==> src/rtl/id_ex_skid_reg.sv <==
// ---------------------------------------------------------------------------
// id_ex_skid_reg
//
// Decode-to-execute pipeline register built as a two-entry skid buffer.
// MAIN drives the execute-side outputs. SKID catches one extra beat so that
// in_ready depends only on registered state, never on out_ready.
//
// Parameters
//   DATA_W  width of operand data and the sign-extended immediate
//   REG_W   width of register indices
//   CTRL_W  width of the decoded control bundle
//
// Ports
//   clk, reset                  clock, synchronous active-high reset
//   in_valid / in_ready         decode-side handshake
//   in_rs_data, in_rt_data      register-file read data
//   in_imm                      sign-extended immediate, passed unmodified
//   in_rt, in_rd                destination candidate indices
//   in_ctrl                     decoded control bits
//   flush                       drop every held and incoming beat
//   out_valid / out_ready       execute-side handshake
//   out_*                       registered copies of the input fields
//
// States
//   state | meaning
//   EMPTY | nothing held; out_valid low, out_ctrl forced to zero
//   ONE   | MAIN holds a beat; SKID unused
//   TWO   | MAIN and SKID both hold beats; input stalled
// ---------------------------------------------------------------------------
module id_ex_skid_reg #(
    parameter int DATA_W = 32,
    parameter int REG_W  = 5,
    parameter int CTRL_W = 8
) (
    input  logic              clk,
    input  logic              reset,

    input  logic              in_valid,
    output logic              in_ready,
    input  logic [DATA_W-1:0] in_rs_data,
    input  logic [DATA_W-1:0] in_rt_data,
    input  logic [DATA_W-1:0] in_imm,
    input  logic [REG_W-1:0]  in_rt,
    input  logic [REG_W-1:0]  in_rd,
    input  logic [CTRL_W-1:0] in_ctrl,

    input  logic              flush,

    output logic              out_valid,
    input  logic              out_ready,
    output logic [DATA_W-1:0] out_rs_data,
    output logic [DATA_W-1:0] out_rt_data,
    output logic [DATA_W-1:0] out_imm,
    output logic [REG_W-1:0]  out_rt,
    output logic [REG_W-1:0]  out_rd,
    output logic [CTRL_W-1:0] out_ctrl
);

    // All fields travel as one packed beat so MAIN and SKID move together.
    localparam int BEAT_W = 3 * DATA_W + 2 * REG_W + CTRL_W;

    localparam int CTRL_LO = 0;
    localparam int RD_LO   = CTRL_LO + CTRL_W;
    localparam int RT_LO   = RD_LO + REG_W;
    localparam int IMM_LO  = RT_LO + REG_W;
    localparam int RTD_LO  = IMM_LO + DATA_W;
    localparam int RSD_LO  = RTD_LO + DATA_W;

    typedef enum logic [1:0] {
        EMPTY = 2'd0,
        ONE   = 2'd1,
        TWO   = 2'd2
    } state_t;

    typedef enum logic [1:0] {
        MAIN_HOLD      = 2'd0,
        MAIN_FROM_IN   = 2'd1,
        MAIN_FROM_SKID = 2'd2
    } main_sel_t;

    state_t      state;
    state_t      state_nxt;
    main_sel_t   main_sel;
    logic        skid_load;

    logic        accept;
    logic        consume;

    logic [BEAT_W-1:0] in_beat;
    logic [BEAT_W-1:0] main_beat;
    logic [BEAT_W-1:0] skid_beat;

    assign in_beat = {in_rs_data, in_rt_data, in_imm, in_rt, in_rd, in_ctrl};

    // Handshake flags come straight from registered state.
    assign in_ready  = (state != TWO);
    assign out_valid = (state != EMPTY);

    assign accept  = in_valid && in_ready;
    assign consume = out_valid && out_ready;

    // -----------------------------------------------------------------------
    // State register
    // -----------------------------------------------------------------------
    always_ff @(posedge clk) begin
        if (reset) begin
            state <= EMPTY;
        end else begin
            state <= state_nxt;
        end
    end

    // -----------------------------------------------------------------------
    // Next state and entry-load controls
    // -----------------------------------------------------------------------
    always_comb begin
        state_nxt = state;
        main_sel  = MAIN_HOLD;
        skid_load = 1'b0;

        if (flush) begin
            // Flush wins over any accept or consume in the same cycle; the
            // entries keep their old contents, only validity is dropped.
            state_nxt = EMPTY;
        end else begin
            unique case (state)
                EMPTY: begin
                    if (accept) begin
                        state_nxt = ONE;
                        main_sel  = MAIN_FROM_IN;
                    end
                end
                ONE: begin
                    if (accept && consume) begin
                        state_nxt = ONE;
                        main_sel  = MAIN_FROM_IN;
                    end else if (accept) begin
                        state_nxt = TWO;
                        skid_load = 1'b1;
                    end else if (consume) begin
                        state_nxt = EMPTY;
                    end
                end
                TWO: begin
                    // in_ready is low here, so accept cannot occur.
                    if (consume) begin
                        state_nxt = ONE;
                        main_sel  = MAIN_FROM_SKID;
                    end
                end
                default: begin
                    state_nxt = EMPTY;
                end
            endcase
        end
    end

    // -----------------------------------------------------------------------
    // Storage entries
    // -----------------------------------------------------------------------
    always_ff @(posedge clk) begin
        if (reset) begin
            main_beat <= '0;
            skid_beat <= '0;
        end else begin
            unique case (main_sel)
                MAIN_FROM_IN:   main_beat <= in_beat;
                MAIN_FROM_SKID: main_beat <= skid_beat;
                default:        main_beat <= main_beat;
            endcase
            if (skid_load) begin
                skid_beat <= in_beat;
            end
        end
    end

    // -----------------------------------------------------------------------
    // Outputs
    // -----------------------------------------------------------------------
    assign out_rs_data = main_beat[RSD_LO +: DATA_W];
    assign out_rt_data = main_beat[RTD_LO +: DATA_W];
    assign out_imm     = main_beat[IMM_LO +: DATA_W];
    assign out_rt      = main_beat[RT_LO  +: REG_W];
    assign out_rd      = main_beat[RD_LO  +: REG_W];

    // A bubble must not cause a register write or memory access, so the
    // control bundle is masked whenever nothing valid is presented.
    assign out_ctrl = out_valid ? main_beat[CTRL_LO +: CTRL_W] : '0;

endmodule

==> config.mk <==
export PLATFORM = sky130hd
export DESIGN_NAME = id_ex_skid_reg
export DESIGN_NICKNAME = d
export VERILOG_FILES = /design/src/rtl/id_ex_skid_reg.sv
export SDC_FILE = /design/constraint.sdc
export NUM_CORES = 1
export LEC_CHECK = 0
export ABC_AREA = 1
export CORE_MARGIN = 2
export CORE_UTILIZATION = 55
export DETAILED_ROUTE_END_ITERATION = 6
export DONT_BUFFER_PORTS = 1
export MAX_ROUTING_LAYER = met4
export PLACE_DENSITY = 0.73
export SLEW_MARGIN = 20
export SYNTH_ARGS = -nofsm -noshare
export SYNTH_HDL_FRONTEND = slang
export SYNTH_SLANG_ARGS = --single-unit
==> constraint.sdc <==
create_clock -name clk -period 2.1 [get_ports clk]
set_input_delay 0.42 -clock clk [delete_from_list [all_inputs] [get_ports clk]]
set_output_delay 0.42 -clock clk [all_outputs]
set_load 0.03 [all_outputs]
==> results.ini, run 1 <==
[run_status]
status=finished, final reports clean

[synthesis]
synthTopCellsByArea=dfxtp_1 40%, inv_1 11%, nor2_1 7.8%
ys_types=18
synth_top_cells_by_count=345 x inv_1, 240 x nor2_1, 234 x nand2_1, 230 x dfxtp_1, 172 x o21ai_0
yosysTopAreaCellShare=0.400
synthArstFlopShare=0
yosysTopAreaCell=dfxtp_1
ys_seq_elements=230
synth-edff-count=0
syn_area_um2=11500
synth_nets=1866
synth.avg_cell_area_um2=6.59
ys_warn_count=0
synthCells=1746
ys_seq_area_frac=0.400
synth.most_common_cell=inv_1
synth_ff_type=dfxtp_1

[worst_setup_path]
crit_path_cell_trace=nor2_1, buf_4, nor2_1, buf_4
cpMaxStageDelayCell=dfxtp_1
start_kind=register
worstPathArrival_ps=1540
worstPathRequired_ps=1680
path_max_fanout=9
critical_path_class=register to output pin
max_stage_delay_ps=420
end_kind=output pin

[global_routing]
antenna_found_initial=0
grt_pass1_wl_mm=44.3
grt_max_degree=118
grt.overflow.total=0
grt_pass1_vias=8913
grt_use_total=0.247

[sta]
period_share=0.933
slew_violations=0
max_slew_margin=0.636
min_period_ps=1960
max_slew.worst_pin.slew_ps=546
hold_viol=0
grt_setup_unrepaired=false
hold_ws_ps=61.4
fmax_mhz=510
skew_ps=10.4
setup_tns_ps=0
setup_viol=0

[clocking]
insertion_delay_ps=520
cts-root-buf=clkbuf_16
cts_num_sinks=230
cts.path.max_buffers=3
cts_made_buffers=26
post_cts_buffers=0
clk_pin_slew_worst_paths_ps=60
cts_tree=yes
h-tree-depth=1

[cells_and_area]
fillers=2003
layout-drive-gt1-share=0.0459
multiInputGateArea_um2=4300
n_antenna_cell=0
fin_util=0.578
areaGrowthSynthToFinish_pct=2.25
final-seq-area_um2=4600
fin_nets=1691

[die]
die_area_um2=22100
io_pins=235
start_util=0.565
die_x_um=149
row_count=52
dieHeight_um=149
core_um2=20400

[routing]
drc=0
vias=9638
post_drt_wl_per_cell_um=14.3
drt_iter0_drc=559
wl_mm=26.7
drt.antenna.violating_nets=0
firstDrtPassIters=5
drt-vias-per-instance=5.18

[place]
io_buffers=0
hpwl_mm=15.7
gp_congestion=0.797

[run]
cap_viol_max_count=0

[power_and_ir_drop]
max-vdd-ir-drop_mv=0.695
p_leak_nw=5.53
powerDensity_nw_per_um2=866
power_mw=10.2

[worst_hold_path]
hp-class=primary input to register

[stage by stage]
stage / worst slack, ps / std cells / area, µm²
global route: 38.2 / 1860 / 11800
finish: 140 / 1860 / 11800
CTS: 104 / 1860 / 11800
floorplan: 33.0 / 1746 / 11500
global placement: 210 / 1812 / 10900
detailed placement: 103 / 1812 / 10900
[where the power goes]
part	internal [mW]	leakage (nW)	switching (mW)	total [mW]
Combinational	0.260	3.23	0.475	0.735
Sequential	4.56	1.88	0.411	4.97
Clock	2.70	0.426	1.79	4.49
Total	7.52	5.53	2.67	10.2
[what timing repair did]
action / 4_1_cts / 5_1_grt
endpoints found under the hold margin: 1 / 0
resized for setup: 0 / 1
endpoints found under the setup margin: 0 / 15
hold buffers: 1 / 0
[worst paths after layout]
check	slack [ps]	cells after the start	to	startpoint
max	140	4	out_ctrl[4]	state[1]$_SDFFE_PP0P_
min	60	3	main_beat[90]$_SDFFE_PP0P_	reset
max reg2reg	220	8	main_beat[86]$_SDFFE_PP0P_	state[0]$_SDFFE_PP0P_
min reg2reg	480	2	skid_beat[50]$_SDFFE_PP0P_	skid_beat[50]$_SDFFE_PP0P_
[cell usage in the layout (no fill, tap or decap)]
cell and count:
clkbuf_1 6, nand4_1 114, clkbuf_16 27, buf_12 13
clkinvlp_4 1, buf_4 12, nor2_1 239, nor2_4 3
a21oi_1 115, o21ai_0 172, nand3_1 3, o21ai_1 56
nor3_1 2, dlygate4sd3_1 1, inv_1 345, clkinv_2 3
dfxtp_1 230, nand2_1 234, clkbuf_8 10, buf_6 1
or2_2 1, ha_4 1, inv_8 1
[per-layer routing]
| metal | routed length [µm] | part of all wire | vias to the layer above | GRT usage |
|---|---|---|---|---|
| met5 | 0 | 0 | - | - |
| met4 | 729 | 0.027 | 0 | 0.0748 |
| met3 | 2330 | 0.087 | 56 | 0.0574 |
| met2 | 12000 | 0.45 | 349 | 0.387 |
| met1 | 11600 | 0.43 | 4296 | 0.319 |
| li1 | - | - | 4937 | - |
[cell families (layout without fill, tap and decap cells)]
kind of cell             count (synthesis)  in the layout  synth area share
AND/OR/NAND/NOR                        596            596             0.220
buffers and inverters                  576            420             0.230
AO/OA/AOI/OAI                          343            343             0.149
flip-flops                             230            230             0.400
adder cells (fa/ha/maj)                  1              1           0.00109
[worst max-delay path: cells and delay by family, from the launching register on]
kind | cells | cell delay (ps)
buffers and inverters | 2 | 380
DFF | 1 | 420
and+or+nand+nor | 2 | 220
[state kept, by name, summed over array words and instances, names as in the netlist]
signal / count
skid_beat: 114
state: 2
main_beat: 114
[area by class of cell]
cell class                      instances  area share
Clock buffer                           43      0.0710
Sequential cell                       230       0.391
Tap cell                              270      0.0287
Clock inverter                          4     0.00244
Multi-Input combinational cell        940       0.365
Timing Repair Buffer                   27      0.0316
Inverter                              346       0.110
Note: power is estimated with default switching activity, not from simulation.
==> run 2: changes to the inputs <==
Settings changed: ABC_AREA 1 to default.
==> run 2 against run 1 <==
Against the previous run:
- cell area shrank 0.22%
- die area shrank 0.70%
- area after synthesis shrank 0.72%
- clock-buffer cell count shrank 7
- sequential share of layout area grew 0.088 points
- register-to-register slack lost 120 ps
- first-iteration DRC count shrank 63%
- highest routed layer unchanged
==> results.ini, run 2 <==
[die]
die_x_um=148  ; -0.35%
core_um2=20300  ; -0.32%
dieHeight_um=148  ; -0.35%
row_count=52  ; unchanged
start_util=0.563  ; -0.00226
die_area_um2=22000  ; -0.70%
io_pins=235  ; unchanged

[sta]
setup_tns_ps=0  ; unchanged
skew_ps=8.81  ; -1.62 ps
grt_setup_unrepaired=false
max_slew.worst_pin.slew_ps=484  ; -62.1 ps
setup_viol=0  ; unchanged
min_period_ps=2000  ; +44.1 ps
period_share=0.954  ; +0.0210
hold_viol=0  ; unchanged
hold_ws_ps=57.7  ; -3.62 ps
fmax_mhz=499  ; -2.2%
final.setup.worst_slack_ps=95.7  ; -44.1 ps
slew_violations=0  ; unchanged
max_slew_margin=0.678  ; +0.0414

[synthesis]
synth.avg_cell_area_um2=10.2  ; +54%
synth_ff_type=dfxtp_1
synth.most_common_cell=nand2b_1
ys_types=23  ; +5
synth_xor_area_frac=0  ; unchanged
ys_warn_count=0  ; unchanged
synth_top_cells_by_count=231 x nand2b_1, 230 x dfxtp_1, 228 x mux2i_1, 119 x buf_4, 116 x nor2_1
synthArstFlopShare=0  ; unchanged
yosysTopAreaCellShare=0.403  ; +0.00289
synth_top_family_by_area=multiplexers
syn_area_um2=11400  ; -0.72%
synthCells=1124  ; -36%
ys_seq_area_frac=0.403  ; +0.00289
synth_fa_ha_area_frac=0.00109  ; +0.00000785
synth_nets=1244  ; -33%
synth_compound_area_frac=0.00241  ; -0.147
ys_seq_elements=230  ; unchanged
synth-edff-count=0  ; unchanged
synthTopCellsByArea=dfxtp_1 40%, mux2i_1 20%, nand2b_1 13%
synthSimpleGateAreaFrac=0.173  ; -0.0473
synthMuxAreaShare=0.312  ; +0.312
yosysTopAreaCell=dfxtp_1

[worst_hold_path]
hp-class=primary input to register

[worst_setup_path]
critical_path_class=register to register
path_max_fanout=17  ; +8
worstPathArrival_ps=2380  ; +840 ps
start_kind=register
critPathBufInv=2  ; unchanged
crit_path_frequent_cell=buf_12
worstPathRequired_ps=2480  ; +800 ps
cp_top_family=simple AND/OR/NAND/NOR gates
r2r_slack_ps=100  ; -120 ps
max_stage_delay_ps=340  ; -80 ps
end_kind=register
crit_path_cell_trace=nand2b_2, nor3b_4, ha_4, buf_12, buf_12, mux2_2, mux2i_1, nor2_1
cpMaxStageDelayCell=mux2_2

[place]
hpwl_mm=13.5  ; -14%
io_buffers=0  ; unchanged
dp_slack_ps=-45.3  ; -149 ps
gp_congestion=0.747  ; -6.4%

[clocking]
h-tree-depth=1  ; unchanged
cts-root-buf=clkbuf_16
clk_pin_slew_worst_paths_ps=60  ; about the same
cts_made_buffers=26  ; unchanged
cts.path.max_buffers=3  ; unchanged
insertion_delay_ps=510  ; about the same
post_cts_buffers=0  ; unchanged
cts_num_sinks=230  ; unchanged
cts_tree=yes

[cells_and_area]
n_antenna_cell=0  ; unchanged
top_regs=main_beat (114), skid_beat (114), state (2)
mostFrequentLayoutCells=230 x nand2b_1, 230 x dfxtp_1, 228 x mux2i_1
layout-drive-gt1-share=0.151  ; +0.105
areaGrowthSynthToFinish_pct=2.76
fin_nets=1121  ; -34%

[power_and_ir_drop]
netSwitchingFraction=0.239  ; -0.0237
p_leak_nw=4.73  ; -15%
p_sw_mw=2.30  ; -14%
pwr-share-comb=0.069  ; -0.003
powerDensity_nw_per_um2=821  ; -5.2%
power_mw=9.64  ; -5.4%
p_seq_frac=0.499  ; +0.012
max-vdd-ir-drop_mv=0.605  ; -13%
intPower_mw=7.34  ; -2.4%
pwr-share-clk=0.432  ; -0.009

[run_status]
status=finished, final reports clean

[global_routing]
grt_use_total=0.205  ; -0.0421
grt_pass1_wl_mm=36.1  ; -18%
grt.overflow.total=0  ; unchanged
grt_max_degree=235  ; +99%
antenna_found_initial=0  ; unchanged
grt_pass1_vias=6946  ; -22%

[routing]
drt-vias-per-instance=5.30  ; +2.2%
drc=0  ; unchanged
post_drt_wl_per_cell_um=17.3  ; +20%
vias=6800  ; -29%
firstDrtPassIters=4  ; -1
drt_iter0_drc=206  ; -63%
drt.antenna.violating_nets=0  ; unchanged
wl_mm=22.2  ; -17%

[run]
cap_viol_max_count=0  ; unchanged

==> run 2: cell count changes in the layout (fill, tap and decap cells not counted), sizes merged, moves of 114 or more <==
cell / change
mux2: +114
nand2: -231
o21ai: -227
nor2: -126
a21oi: -114
nand2b: +231
nand4: -114
inv: -344
mux2i: +228
==> run 2: power groups by stage <==
| stage | clock, mW | combinational, mW | sequential [mW] |
|---|---|---|---|
| after CTS | 4.27 | 0.674 | 4.81 |
| after floorplan | 0 | 0.968 | 4.65 |
| after detailed placement | 0 | 0.615 | 4.91 |
| final | 4.17 | 0.664 | 4.81 |
| after global placement | 0 | 0.596 | 4.90 |
| after global routing | 4.47 | 0.732 | 4.83 |
==> run 2: through the flow <==
stage / utilization / area (µm²) / std cells
after detailed placement: 0.536 / 10900 / 1238
after floorplan: - / 11400 / 1124
after global routing: 0.579 / 11700 / 1284
final: 0.579 / 11700 / 1284
after CTS: 0.578 / 11700 / 1284
after global placement: 0.536 / 10900 / 1238
==> run 2: logic make-up after synthesis <==
family,count (synthesis)
DFF,230
and+or+nand+nor,363
muxes,342
adders and majority gates,1
AOI/OAI and AO/OA,4
buffers and inverters,184
==> run 2: area by class of cell <==
| cell class | count | area, µm² |
|---|---|---|
| Multi-Input combinational cell | 710 | 5620 |
| Clock inverter | 5 | 31.3 |
| Timing Repair Buffer | 32 | 405 |
| Tap cell | 270 | 338 |
| Clock buffer | 36 | 749 |
| Inverter | 1 | 3.75 |
| Sequential cell | 230 | 4600 |
| Fill cell | 1714 | 8550 |
==> run 2: worst paths after layout <==
check | startpoint | end | cells past startpoint
setup / recovery | state[0]$_SDFFE_PP0P_ | main_beat[96]$_SDFFE_PP0P_ | 8
hold / removal | in_imm[26] | skid_beat[44]$_SDFFE_PP0P_ | 2
setup reg to reg | state[0]$_SDFFE_PP0P_ | main_beat[96]$_SDFFE_PP0P_ | 8
hold reg to reg | skid_beat[2]$_SDFFE_PP0P_ | skid_beat[2]$_SDFFE_PP0P_ | 2
==> run 2: per-layer routing <==
layer / routed length (µm) / global-route usage
met1: 9430 / 0.248
met2: 10300 / 0.332
met3: 1780 / 0.0604
met4: 629 / 0.0586
met5: 0 / -
==> run 2: timing repair <==
| item | in CTS | in global routing |
|---|---|---|
| gates resized for setup | 1 | 1 |
| hold buffers | 5 | 0 |
| hold endpoints to repair | 82 | 0 |
| setup endpoints to repair | 21 | 2 |
==> run 3: changes to the inputs <==
Settings changed: ABC_CLOCK_PERIOD_IN_PS from default to 2100.
==> results of run 3 <==
Final layout, timing and power as in run 2 (identical DEF).
